File: config.mk
export PLATFORM = sky130hd
export DESIGN_NAME = icache_refill_buffer
export DESIGN_NICKNAME = d
export VERILOG_FILES = /design/src/rtl/icache_refill_pkg.sv /design/src/rtl/refill_word_buffer.sv /design/src/rtl/icache_refill_buffer.sv
export SDC_FILE = /design/constraint.sdc
export NUM_CORES = 1
export LEC_CHECK = 0
export ABC_CLOCK_PERIOD_IN_PS = 2520
export BUFFER_PORTS_ARGS = -buffer_cell sky130_fd_sc_hd__buf_4
export CAP_MARGIN = 10
export CELL_PAD_IN_SITES_DETAIL_PLACEMENT = 1
export CELL_PAD_IN_SITES_GLOBAL_PLACEMENT = 1
export CORE_ASPECT_RATIO = 1.25
export CORE_MARGIN = 2
export CORE_UTILIZATION = 40
export DETAILED_ROUTE_END_ITERATION = 10
export PLACE_DENSITY_LB_ADDON = 0.1
export SYNTH_ARGS = -nofsm -noshare
export SYNTH_HDL_FRONTEND = slang
export SYNTH_SLANG_ARGS = --single-unit
File: constraint.sdc
create_clock -name clk -period 2.52 [get_ports clk]
set_input_delay 0.252 -clock clk [delete_from_list [all_inputs] [get_ports clk]]
set_output_delay 0.252 -clock clk [all_outputs]
set_load 0.02 [all_outputs]
File: src/rtl/icache_refill_pkg.sv
// icache_refill_pkg: shared state encoding and constants for the instruction-cache refill buffer
package icache_refill_pkg;
  typedef enum logic [1:0] {
    REFILL_IDLE   = 2'd0,
    REFILL_FETCH  = 2'd1,
    REFILL_STREAM = 2'd2
  } refill_state_t;
  localparam int MAX_BURST_DEF = 16;
  localparam int WORD_BYTES = 4;
  localparam logic [31:0] NOP_WORD = 32'h0000_0000;
endpackage

File: src/rtl/refill_word_buffer.sv
// refill_word_buffer: burst word store with one synchronous write port and one combinational read port
module refill_word_buffer #(
  parameter int DEPTH = 16,
  parameter int AW = $clog2(DEPTH)
) (
  input  logic          clk,
  input  logic          we,
  input  logic [AW-1:0] waddr,
  input  logic [31:0]   wdata,
  input  logic [AW-1:0] raddr,
  output logic [31:0]   rdata
);
  logic [31:0] mem [DEPTH];
  // capture one fetched word per write strobe; contents are deliberately not reset
  always_ff @(posedge clk)
    if (we) mem[waddr] <= wdata;
  assign rdata = mem[raddr];
endmodule

File: src/rtl/icache_refill_buffer.sv
// icache_refill_buffer: collects a burst word-by-word from memory, then streams it gap-free to the L1 refill port (optional ICACHE_REFILL_TIMEOUT_EN adds ack timeout and bus_err)
module icache_refill_buffer
  import icache_refill_pkg::*;
#(
  parameter int MAX_BURST = MAX_BURST_DEF
`ifdef ICACHE_REFILL_TIMEOUT_EN
  , parameter int TIMEOUT = 255
`endif
) (
  input  logic        clk,
  input  logic        reset,
  input  logic        l2_rreq,
  input  logic [31:0] l2_addr,
  input  logic [4:0]  l2_burst_size,
  output logic [31:0] l2_rdata,
  output logic        l2_busy,
  output logic        mem_req,
  output logic [31:0] mem_addr,
  input  logic [31:0] mem_rdata,
  input  logic        mem_ack
`ifdef ICACHE_REFILL_TIMEOUT_EN
  , output logic      bus_err
`endif
);
  localparam int IW = $clog2(MAX_BURST);
  localparam int LW = $clog2(MAX_BURST + 1);
  refill_state_t state, state_n;
  logic [LW-1:0] len, len_n, wr_idx, wr_idx_n, rd_idx, rd_idx_n, req_len;
  logic [31:0]   mem_addr_n, buf_rdata;
  logic          mem_req_n, busy_n, acked, last_ack, timeout;
  assign req_len  = (32'(l2_burst_size) > MAX_BURST) ? LW'(MAX_BURST) : LW'(l2_burst_size);
  assign acked    = state == REFILL_FETCH && mem_req && mem_ack;
  assign last_ack = acked && wr_idx == len - LW'(1);
  refill_word_buffer #(.DEPTH(MAX_BURST), .AW(IW)) u_buf (
    .clk   (clk),
    .we    (acked && !reset),
    .waddr (wr_idx[IW-1:0]),
    .wdata (mem_rdata),
    .raddr (rd_idx[IW-1:0]),
    .rdata (buf_rdata)
  );
`ifdef ICACHE_REFILL_TIMEOUT_EN
  logic [7:0] wait_cnt;
  assign timeout = state == REFILL_FETCH && mem_req && !mem_ack && wait_cnt + 8'd1 == 8'(TIMEOUT);
  // slots never written after a timeout read back as NOP instead of stale data
  assign l2_rdata = state != REFILL_STREAM ? NOP_WORD : rd_idx < wr_idx ? buf_rdata : NOP_WORD;
  // per-word ack wait counter and sticky timeout flag
  always_ff @(posedge clk)
    if (reset) begin
      wait_cnt <= '0;
      bus_err  <= 1'b0;
    end else begin
      wait_cnt <= (acked || (state == REFILL_IDLE && l2_rreq)) ? 8'd0 :
                  (state == REFILL_FETCH && mem_req) ? wait_cnt + 8'd1 : wait_cnt;
      bus_err  <= bus_err | timeout;
    end
`else
  assign timeout  = 1'b0;
  assign l2_rdata = state == REFILL_STREAM ? buf_rdata : NOP_WORD;
`endif
  // next-state and next-output logic for the idle/fetch/stream sequence
  always_comb begin
    state_n    = state;
    len_n      = len;
    wr_idx_n   = wr_idx;
    rd_idx_n   = rd_idx;
    mem_req_n  = mem_req;
    mem_addr_n = mem_addr;
    busy_n     = l2_busy;
    if (state == REFILL_IDLE && l2_rreq) begin
      state_n    = REFILL_FETCH;
      len_n      = req_len;
      wr_idx_n   = '0;
      mem_addr_n = l2_addr & ~32'h3;
      mem_req_n  = req_len != '0;
      busy_n     = 1'b1;
    end
    if (state == REFILL_FETCH && len == '0) begin
      state_n = REFILL_IDLE;
      busy_n  = 1'b0;
    end
    if (acked) begin
      wr_idx_n   = wr_idx + LW'(1);
      mem_addr_n = mem_addr + 32'(WORD_BYTES);
    end
    if (last_ack || timeout) begin
      state_n   = REFILL_STREAM;
      mem_req_n = 1'b0;
      busy_n    = 1'b0;
      rd_idx_n  = '0;
    end
    if (state == REFILL_STREAM) begin
      rd_idx_n = rd_idx + LW'(1);
      state_n  = rd_idx == len - LW'(1) ? REFILL_IDLE : REFILL_STREAM;
    end
  end
  // state and registered outputs; reset wins over a concurrent ack
  always_ff @(posedge clk)
    if (reset) begin
      state    <= REFILL_IDLE;
      len      <= '0;
      wr_idx   <= '0;
      rd_idx   <= '0;
      mem_req  <= 1'b0;
      mem_addr <= '0;
      l2_busy  <= 1'b0;
    end else begin
      state    <= state_n;
      len      <= len_n;
      wr_idx   <= wr_idx_n;
      rd_idx   <= rd_idx_n;
      mem_req  <= mem_req_n;
      mem_addr <= mem_addr_n;
      l2_busy  <= busy_n;
    end
endmodule

==> results of run 1 <==
## layout make-up
| type | count | share of cell area |
|---|---|---|
| flip-flops and latches | 565 | 0.593 |
| clock inverters | 35 | 0.0114 |
| multi-input cells | 531 | 0.206 |
| well taps | 735 | 0.0331 |
| clock buffers | 71 | 0.0540 |
| repair buffers | 273 | 0.102 |
| inverters | 8 | 0.00108 |
## power by group
part	internal, mW	total (mW)	switching (mW)
combinational	0.272	0.604	0.333
clock	4.73	8.26	3.53
sequential	10.2	10.3	0.0700
total	15.2	19.2	3.93
## worst reg2reg max path, cell delays in order (launching register included)
cell and delay, ns:
dfxtp_1 0.47, ha_1 0.25, nand3_1 0.18, or3_1 0.52, nor4_1 0.42, xnor2_1 0.17, a21oi_1 0.08
## synth_stat cells, types with 11 or more instances
cell	count	share of area
clkbuf_1	44	0.0074
xnor2_1	11	0.0043
mux2i_1	65	0.029
and2_1	17	0.0048
dfxtp_1	53	0.047
mux4_2	128	0.13
o22ai_1	32	0.0089
xor2_1	11	0.0043
buf_2	16	0.0036
nor4_1	11	0.0031
nand3_1	15	0.0034
nor3_1	11	0.0025
a21oi_1	51	0.011
nor2_1	33	0.0055
nand4_1	15	0.0042
edfxtp_1	512	0.69
nand2_1	39	0.0065
## how the worst max path moves through the flow
stage                               start                          to
global placement                 register                 l2_rdata[6]
CTS                              register                l2_rdata[14]
finish                           register                l2_rdata[11]
floorplan            mem_req$_SDFFE_PP0P_   u_buf.mem[8][0]$_DFFE_PP_
detailed placement  state[0]$_SDFFE_PP0P_  u_buf.mem[4][19]$_DFFE_PP_
global route                     register                l2_rdata[18]
## what timing repair did
action                     in CTS  in global routing
hold endpoints to repair      548                  0
setup endpoints to repair      32                 81
resized for setup              19                 22
pin swaps                       6                  7
gates cloned                    5                  0
setup buffers                  12                  3
hold buffers                   67                  0
## registers in the layout (all words and copies together), names as in the netlist, named ones only
name       flops
mem_addr      30
len            5
mem_req        1
rd_idx         5
l2_busy        1
wr_idx         5
u_buf.mem    512
state          2
## layer usage
layer  part of all wire  vias up  GRT usage
met5            0.00024        -          0
met4              0.020        2     0.0472
met3              0.034       73     0.0292
met2               0.52      210      0.344
met1               0.43     6389      0.247
li1                   -     5363          -
## cell families after synthesis
family	share of synthesized area
buf+inv	0.0147
flops	0.735
mux	0.158
compound gates	0.0352
fa+ha+maj	0.00391
xor+xnor	0.00861
simple gates	0.0449
other cells	0.000168
==> results.txt, run 1 <==
grt ovf: 0
CTS tree: built
fin cells: 2218
final hold slack: 0.0321 ns
Crit-path slowest cell: mux4_2
Inst Count DP: 2029
Yosys warnings: 0
Critical Path Stages: 7
Chip Height: 268 microns
headroom to the max-slew limit: 0.591
clk sinks: 565
routed len/inst: 24.7 microns
Multi-input gate area: 0.00572 sq mm
FF-to-FF End: mem_addr[26]$_SDFFE_PP0P_
Clk Tree Root Cell: clkbuf_16
first-pass GRT wire length: 82700 microns
CP max stage delay: 0.50 ns
CP most frequent cell: buf_12
Avg Inst Size Synth: 19.1 sq um
WHS Endpoint: mem_addr[28]$_SDFFE_PP0P_
# rows: 96
final setup fails: 32
clock latency on the worst-skew pair: 0.62 ns
Layout area overhead: 24.0%
number of library cell types mapped by synthesis: 53
Crit Path Max Fanout: 7
RSZ-0062 raised after global routing: true
H-Tree Depth: 2
max_cap viols: 0
largest net degree at the start of global routing: 52
CP delay by family, top: multiplexers
most frequent cells in the layout: edfxtp_1 (512), buf_4 (152), mux4_2 (128), dlygate4sd3_1 (67), clkbuf_16 (57)
failing checks: negative setup slack
synthesized area: 0.0224 sq mm
Via-to-Cell Ratio: 5.43
Worst Skew: 0.0168 ns
# IOs: 139
fin crit period: 2.69 ns
# fillers: 5054
Worst Setup Path Type: register to output pin
drt total wl: 54700 microns
P per Cell Area: 691 mW/mm^2
Place WS: 0.167 ns
Hold/Removal Path Class: input port to register
final net count: 1516
Max clock buf depth: 3
share of cells above drive strength 1: 0.315
diode count: 0
antenna viol nets, final: 0
async set-reset flop share out of synthesis: 0
initial core utilization: 0.406
outcome: complete, but fails checks
register area share after synthesis: 0.735
setup TNS: -3.18 ns
Final Hold Viols: 0
DRC viols: 0
hold path depth: 4
Final Max Tran Viols: 0
Num CTS Buffers: 57
initial antenna violation count: 1
Final Cell Area: 0.0277 sq mm
worst r2r src: mem_addr[2]$_SDFFE_PP0P_
CP required: 2.27 ns
worst hold start: l2_addr[28]
Reg2Reg Depth: 6
Highest Clock Rate: 0.372 GHz
I/O Buffers: 134
DP Area: 0.0249 sq mm
flops & latches, synth: 565
dpl hpwl: 29800 microns
total power: 19.2 mW
vias in the first global route: 13.2k
leakage power: 8.81 nW
Final Cycle Share: 1.07
Worst Setup Start Kind: register
post-route setup slack: -0.168 ns
CP Cell Sequence: buf_12 -> buf_16 -> buf_12 -> mux4_2 -> mux2i_1 -> o22ai_2 -> buf_6
GRT Util Overall: 0.192
Synth Flop Type: edfxtp_1
setup slack, reg-to-reg: 0.33 ns
worst path arrival time: 2.44 ns
Die Area: 0.0579 sq mm
Initial DRT Pass Iterations: 5
initial DRC count: 780
Worst setup EP type: output pin
core box area: 0.0551 sq mm
maximum vdd drop: 0.000564 V
Storage cell area: 0.0164 sq mm
width of the chip: 216 microns
Crit path buffers/inverters: 4
global placer's final weighted congestion: 0.753
Worst-Margin Slew: 0.613 ns
most common cell after layout, fill and taps aside: edfxtp_1
Post-synth EDFFs: 512
clock-pin slew on the worst setup and hold paths: 0.06 ns
Mapped Cells: 1171
final core utilization: 0.503
vias: 12.0k
(Power assumes the default switching activity.)
==> inputs of run 2 (changes only) <==
--- a/config.mk
+++ b/config.mk
@@ -5,7 +5,7 @@
 export SDC_FILE = /design/constraint.sdc
 export NUM_CORES = 1
 export LEC_CHECK = 0
-export ABC_CLOCK_PERIOD_IN_PS = 2520
+export ABC_CLOCK_PERIOD_IN_PS = 3150
 export BUFFER_PORTS_ARGS = -buffer_cell sky130_fd_sc_hd__buf_4
 export CAP_MARGIN = 10
 export CELL_PAD_IN_SITES_DETAIL_PLACEMENT = 1
==> constraint.sdc (replaced) <==
create_clock -name clk -period 3.15 [get_ports clk]
set_input_delay 0.315 -clock clk [delete_from_list [all_inputs] [get_ports clk]]
set_output_delay 0.315 -clock clk [all_outputs]
set_load 0.02 [all_outputs]
==> run 2 against run 1 <==
The run now ends clean. Die area unchanged. Power decreased by 21%. Clock power decreased by 23%. Global-route usage decreased by 0.39 points. Sequential power decreased by 20%. Final area decreased by 2.7%. Routed wire length decreased by 2.0%. Non-clock buffer count decreased by 38. Sequential share of layout area increased by 1.6 points. Combinational power decreased by 22%. Clock skew decreased by 0.0017 ns. Setup slack improved by 0.39 ns. Largest cell class unchanged.
==> results.txt, run 2 (synthesized netlist as in run 1, its figures left out) <==
met1 Resource Use GR: 0.241 (-0.00594)
CP most frequent cell: buf_4
clk sinks: 565 (unchanged)
busiest grt layer: met2
Crit-path slowest cell: dfxtp_1
Initial DRT Pass Iterations: 4 (-1)
GRT Util Overall: 0.188 (-0.00394)
FF-to-FF End: u_buf.mem[6][29]$_DFFE_PP_
total power: 15.1 mW (-21%)
number of flip-flops under the largest register name: 512 (unchanged)
Place WS: 0.646 ns (+0.479 ns)
initial core utilization: 0.406 (unchanged)
share of cells above drive strength 1: 0.288 (-0.0273)
routed len/inst: 24.6 microns (-0.23%)
NetSw: 3.15 mW (-20%)
met2 usage: 0.332 (-0.0120)
Worst-Margin Slew: 0.947 ns (+0.334 ns)
CP required: 2.83 ns (+0.56 ns)
Sw Share: 0.209 (+0.00360)
clock-pin slew on the worst setup and hold paths: 0.06 ns (about the same)
outcome: finished, final reports clean
Final Hold Viols: 0 (unchanged)
clock latency on the worst-skew pair: 0.60 ns (-0.02 ns)
DRC viols: 0 (unchanged)
CTS tree: built
worst hold start: l2_addr[21]
WHS Endpoint: mem_addr[21]$_SDFFE_PP0P_
# fillers: 5100 (+0.91%)
Layout area overhead: 20.7%
Most flops, register: u_buf.mem
Worst Skew: 0.0151 ns (-0.00169 ns)
setup TNS: 0 ns (+3.18 ns)
Inst Count DP: 2012 (-0.84%)
global placer's final weighted congestion: 0.752 (about the same)
leakage power: 8.47 nW (-3.9%)
H-Tree Depth: 2 (unchanged)
hold path depth: 3 (-1)
post-route setup slack: 0.227 ns (+0.395 ns)
Largest regs: u_buf.mem: 512 flops, mem_addr: 30 flops
setup slack, reg-to-reg: 0.74 ns (+0.41 ns)
Die Area: 0.0579 sq mm (unchanged)
# rows: 96 (unchanged)
maximum vdd drop: 0.000384 V (-32%)
worst path arrival time: 2.61 ns (+0.17 ns)
largest net degree at the start of global routing: 41 (-21%)
width of the chip: 216 microns (unchanged)
core box area: 0.0551 sq mm (unchanged)
vias in the first global route: 13.0k (-1.8%)
most frequent cells in the layout: edfxtp_1 (512), buf_4 (149), mux4_2 (128), mux2i_1 (65), dlygate4sd3_1 (62)
CP Cell Sequence: inv_1 -> nor2_1 -> nand2_4 -> buf_4 -> o22ai_1 -> buf_4
vias: 11.8k (-2.1%)
Clock power frac: 0.422 (-0.009)
Final Cycle Share: 0.928
antenna viol nets, final: 0 (unchanged)
P per Cell Area: 559 mW/mm^2 (-19%)
M3 GR Usage: 0.0314 (+0.00214)
Reg2Reg Depth: 4 (-2)
Crit Path Max Fanout: 14 (+7)
final setup fails: 0 (-100%)
grt ovf: 0 (unchanged)
Num CTS Buffers: 56 (-1.8%)
# IOs: 139 (unchanged)
Pint: 12.0 mW (-22%)
final hold slack: 0.0744 ns (+0.0423 ns)
max_cap viols: 0 (unchanged)
Via-to-Cell Ratio: 5.41 (-0.35%)
Worst setup EP type: output pin
CP delay by family, top: simple AND/OR/NAND/NOR gates
final net count: 1477 (-2.6%)
drt total wl: 53600 microns (-2.0%)
first-pass GRT wire length: 81000 microns (-2.1%)
Highest Clock Rate: 0.342 GHz
Hold/Removal Path Class: input port to register
Max clock buf depth: 3 (unchanged)
worst r2r src: state[0]$_SDFFE_PP0P_
Chip Height: 268 microns (unchanged)
dpl hpwl: 29800 microns (about the same)
Clk Tree Root Cell: clkbuf_16
initial DRC count: 627 (-20%)
headroom to the max-slew limit: 0.367 (-0.224)
fin crit period: 2.92 ns
Combinational Power Share: 0.031 (about the same)
initial antenna violation count: 1 (unchanged)
most common cell after layout, fill and taps aside: edfxtp_1
Setup Fix Bufs, Post-CTS: 0 (-12)
Seq pwr share: 0.547 (+0.009)
Final Max Tran Viols: 0 (unchanged)
Worst Setup Start Kind: register
Crit path buffers/inverters: 3 (-1)
I/O Buffers: 134 (unchanged)
Worst Setup Path Type: register to output pin
CP max stage delay: 0.42 ns (-0.08 ns)
RSZ-0062 raised after global routing: false
fin cells: 2179 (-1.8%)
[run 2: layout make-up]
cell class	instances	area (sq um)	area share
well taps	735	920	0.0341
inverters	8	30.0	0.00111
repair buffers	235	2220	0.0822
clock inverters	33	258	0.00955
multi-input cells	531	5660	0.209
clock buffers	71	1470	0.0544
diodes	1	2.50	0.0000927
flip-flops and latches	565	16400	0.609
[run 2: metal layers]
layer	wire [microns]	up-vias
met5	0	-
met4	1220	0
met3	2070	73
met2	27300	233
met1	23000	6188
li1	-	5290
[run 2: what timing repair did]
item                                    4_1_cts  5_1_grt
endpoints found under the hold margin       490        0
pin swaps                                     0        0
hold buffers                                 62        0
endpoints found under the setup margin        1       24
resized for setup                             1        2
[run 2: per-stage QoR]
step,util,area (sq um)
5_1_grt,0.490,27000
4_1_cts,0.490,27000
2_1_floorplan,-,22400
3_3_place_gp,0.447,24600
6_report,0.490,27000
3_5_place_dp,0.447,24600
[run 2: worst max path at each step]
stage | from | endpoint | slack [ns] | cells after the start
2_1_floorplan | mem_req$_SDFFE_PP0P_ | u_buf.mem[8][0]$_DFFE_PP_ | 0.67 | 4
5_1_grt | state[1]$_SDFFE_PP0P_ | l2_rdata[25] | 0.06 | 6
4_1_cts | state[1]$_SDFFE_PP0P_ | l2_rdata[23] | 0.003 | 6
3_5_place_dp | state[1]$_SDFFE_PP0P_ | l2_rdata[10] | 0.65 | 5
6_report | state[1]$_SDFFE_PP0P_ | l2_rdata[23] | 0.23 | 6
3_3_place_gp | state[1]$_SDFFE_PP0P_ | l2_rdata[10] | 0.65 | 5
[run 2: worst register-to-register path: stages (launching register included)]
cell and delay, ns:
dfxtp_1 0.55, nand4b_4 0.27, nor4b_1 0.51, and2_2 0.45, buf_12 0.28
[run 2: power groups by stage]
stage	clock network (mW)	logic [mW]	registers [mW]
after CTS	6.56	0.482	8.25
after detailed placement	0	0.416	8.41
after global placement	0	0.402	8.41
after floorplan	0	0.141	8.44
after global routing	6.81	0.520	8.26
final	6.37	0.474	8.26
==> inputs of run 3 (changes only) <==
--- a/config.mk
+++ b/config.mk
@@ -14,7 +14,8 @@
 export CORE_MARGIN = 2
 export CORE_UTILIZATION = 40
 export DETAILED_ROUTE_END_ITERATION = 10
-export PLACE_DENSITY_LB_ADDON = 0.1
+export HOLD_SLACK_MARGIN = 0.02
+export PLACE_DENSITY = 0.75
 export SYNTH_ARGS = -nofsm -noshare
 export SYNTH_HDL_FRONTEND = slang
 export SYNTH_SLANG_ARGS = --single-unit
==> run 3 against run 2 <==
Register-to-register slack got worse by 0.16 ns. Clock power decreased by 3%. Final area about the same. Die area unchanged. Sequential share of layout area about the same. Non-clock buffer count increased by 9. Highest routed layer is now met5. Sequential power about the same. Power decreased by 1.2%. Critical path depth decreased by 1. Maximum frequency decreased by 3.7%.
==> results.txt, run 3 (synthesized netlist as in run 1, its figures left out) <==
outcome: finished, final reports clean
WHS Endpoint: mem_addr[25]$_SDFFE_PP0P_
DRC viols: 0 (unchanged)
CP required: 2.83 ns (about the same)
FF-to-FF End: u_buf.mem[9][16]$_DFFE_PP_
clk sinks: 565 (unchanged)
antenna viol nets, final: 0 (unchanged)
grt ovf: 0 (unchanged)
Setup Fix Bufs, Post-CTS: 0 (unchanged)
width of the chip: 216 microns (unchanged)
final hold slack: 0.0644 ns (-0.00999 ns)
H-Tree Depth: 2 (unchanged)
final setup fails: 0 (unchanged)
Combinational Power Share: 0.032 (about the same)
Worst setup EP type: output pin
worst r2r src: state[0]$_SDFFE_PP0P_
Sw Share: 0.213 (+0.00467)
worst path arrival time: 2.72 ns (+0.11 ns)
final net count: 1485 (+0.54%)
Largest regs: u_buf.mem: 512 flops, mem_addr: 30 flops
max_cap viols: 0 (unchanged)
vias in the first global route: 13.2k (+2.2%)
global placer's final weighted congestion: 0.769 (+2.2%)
Place WS: 0.556 ns (-0.0893 ns)
Worst-Margin Slew: 0.891 ns (-0.0562 ns)
Final Max Tran Viols: 0 (unchanged)
Seq pwr share: 0.554 (+0.007)
Num CTS Buffers: 55 (-1.8%)
Highest Clock Rate: 0.329 GHz (-3.7%)
first-pass GRT wire length: 82300 microns (+1.5%)
# rows: 96 (unchanged)
Die Area: 0.0579 sq mm (unchanged)
Crit Path Max Fanout: 21 (+7)
hold path depth: 4 (+1)
GRT Util Overall: 0.190 (+0.00171)
clock latency on the worst-skew pair: 0.63 ns (+0.03 ns)
Hold/Removal Path Class: input port to register
Clk Tree Root Cell: clkbuf_16
post-route setup slack: 0.115 ns (-0.112 ns)
clock-pin slew on the worst setup and hold paths: 0.06 ns (about the same)
Final Cycle Share: 0.964 (+0.0356)
headroom to the max-slew limit: 0.404 (+0.0376)
NetSw: 3.18 mW (+0.97%)
Worst Skew: 0.0334 ns (+0.0183 ns)
initial DRC count: 843 (+34%)
initial antenna violation count: 3 (+2)
dpl hpwl: 32000 microns (+7.5%)
setup TNS: 0 ns (unchanged)
number of flip-flops under the largest register name: 512 (unchanged)
I/O Buffers: 134 (unchanged)
Max clock buf depth: 3 (unchanged)
Initial DRT Pass Iterations: 5 (+1)
Pint: 11.7 mW (-1.8%)
# IOs: 139 (unchanged)
CTS tree: built
P per Cell Area: 553 mW/mm^2 (-1.2%)
Final Hold Viols: 0 (unchanged)
most frequent cells in the layout: edfxtp_1 (512), buf_4 (156), mux4_2 (128), dlygate4sd3_1 (67), mux2i_1 (65)
RSZ-0062 raised after global routing: false
setup slack, reg-to-reg: 0.58 ns (-0.16 ns)
routed len/inst: 25.1 microns (+1.9%)
fin crit period: 3.04 ns (+0.112 ns)
maximum vdd drop: 0.000458 V (+19%)
Clock power frac: 0.414 (-0.008)
Chip Height: 268 microns (unchanged)
Via-to-Cell Ratio: 5.58 (+3.2%)
share of cells above drive strength 1: 0.284 (-0.00326)
vias: 12.2k (+3.6%)
most common cell after layout, fill and taps aside: edfxtp_1
Reg2Reg Depth: 4 (unchanged)
Most flops, register: u_buf.mem
drt total wl: 54800 microns (+2.2%)
Layout area overhead: 20.6% (about the same)
Worst Setup Start Kind: register
initial core utilization: 0.406 (unchanged)
core box area: 0.0551 sq mm (unchanged)
total power: 14.9 mW (-1.2%)
leakage power: 8.47 nW (about the same)
largest net degree at the start of global routing: 48 (+17%)
worst hold start: l2_addr[25]
Worst Setup Path Type: register to output pin
run 3: changes by cell type in the layout (fill, tap and decap cells not counted), sizes merged:
| cell | change |
|---|---|
| buf | +4 |
| diode | +1 |
| inv | +3 |
| bufinv | -2 |
| dlygate4sd3 | +5 |
| clkbuf | -4 |
run 3: area by class of cell:
type                            instances  area [sq um]
Antenna cell                            2          5.00
Clock buffer                           67          1420
Clock inverter                         34           254
Fill cell                            5073         28100
Inverter                                8          30.0
Multi-Input combinational cell        531          5650
Sequential cell                       565         16400
Tap cell                              735           920
Timing Repair Buffer                  244          2260
run 3: metrics by stage:
| step | util | instances | cell area [sq um] |
|---|---|---|---|
| global route | 0.490 | 2186 | 27000 |
| global placement | 0.447 | 2016 | 24600 |
| CTS | 0.489 | 2184 | 27000 |
| floorplan | - | 1172 | 22400 |
| finish | 0.490 | 2186 | 27000 |
| detailed placement | 0.447 | 2016 | 24600 |
run 3: worst max-delay path, cell delays in order (launching register included):
cell     delay (ns)
dfxtp_1        0.40
inv_1          0.15
nor2_1         0.40
nand2_4        0.36
o22ai_1        0.54
buf_4          0.24
run 3: worst max-delay path by stage:
stage / start / endpoint
finish: state[1]$_SDFFE_PP0P_ / l2_rdata[31]
global route: state[1]$_SDFFE_PP0P_ / l2_rdata[12]
CTS: state[1]$_SDFFE_PP0P_ / l2_rdata[31]
detailed placement: state[1]$_SDFFE_PP0P_ / l2_rdata[31]
global placement: state[1]$_SDFFE_PP0P_ / l2_rdata[31]
floorplan: mem_req$_SDFFE_PP0P_ / u_buf.mem[8][0]$_DFFE_PP_
run 3: timing repair:
action / in CTS / in global routing
hold buffers: 67 / 0
hold endpoints to repair: 549 / 0
resized for setup: 2 / 0
setup endpoints to repair: 25 / 0
run 3: power by group through the flow:
stage	clock network, mW	registers [mW]	logic [mW]
floorplan	0	8.44	0.141
global placement	0	8.41	0.386
detailed placement	0	8.42	0.408
CTS	6.29	8.26	0.479
global route	6.53	8.26	0.522
finish	6.18	8.26	0.480
run 3: routing by layer:
metal | routed length (microns) | vias to the layer above | share of wire | global-route usage
li1 | - | 5301 | - | -
met1 | 22000 | 6457 | 0.40 | 0.238
met2 | 29000 | 352 | 0.53 | 0.342
met3 | 2550 | 94 | 0.046 | 0.0290
met4 | 1230 | 2 | 0.022 | 0.0555
met5 | 13 | - | 0.00024 | 0
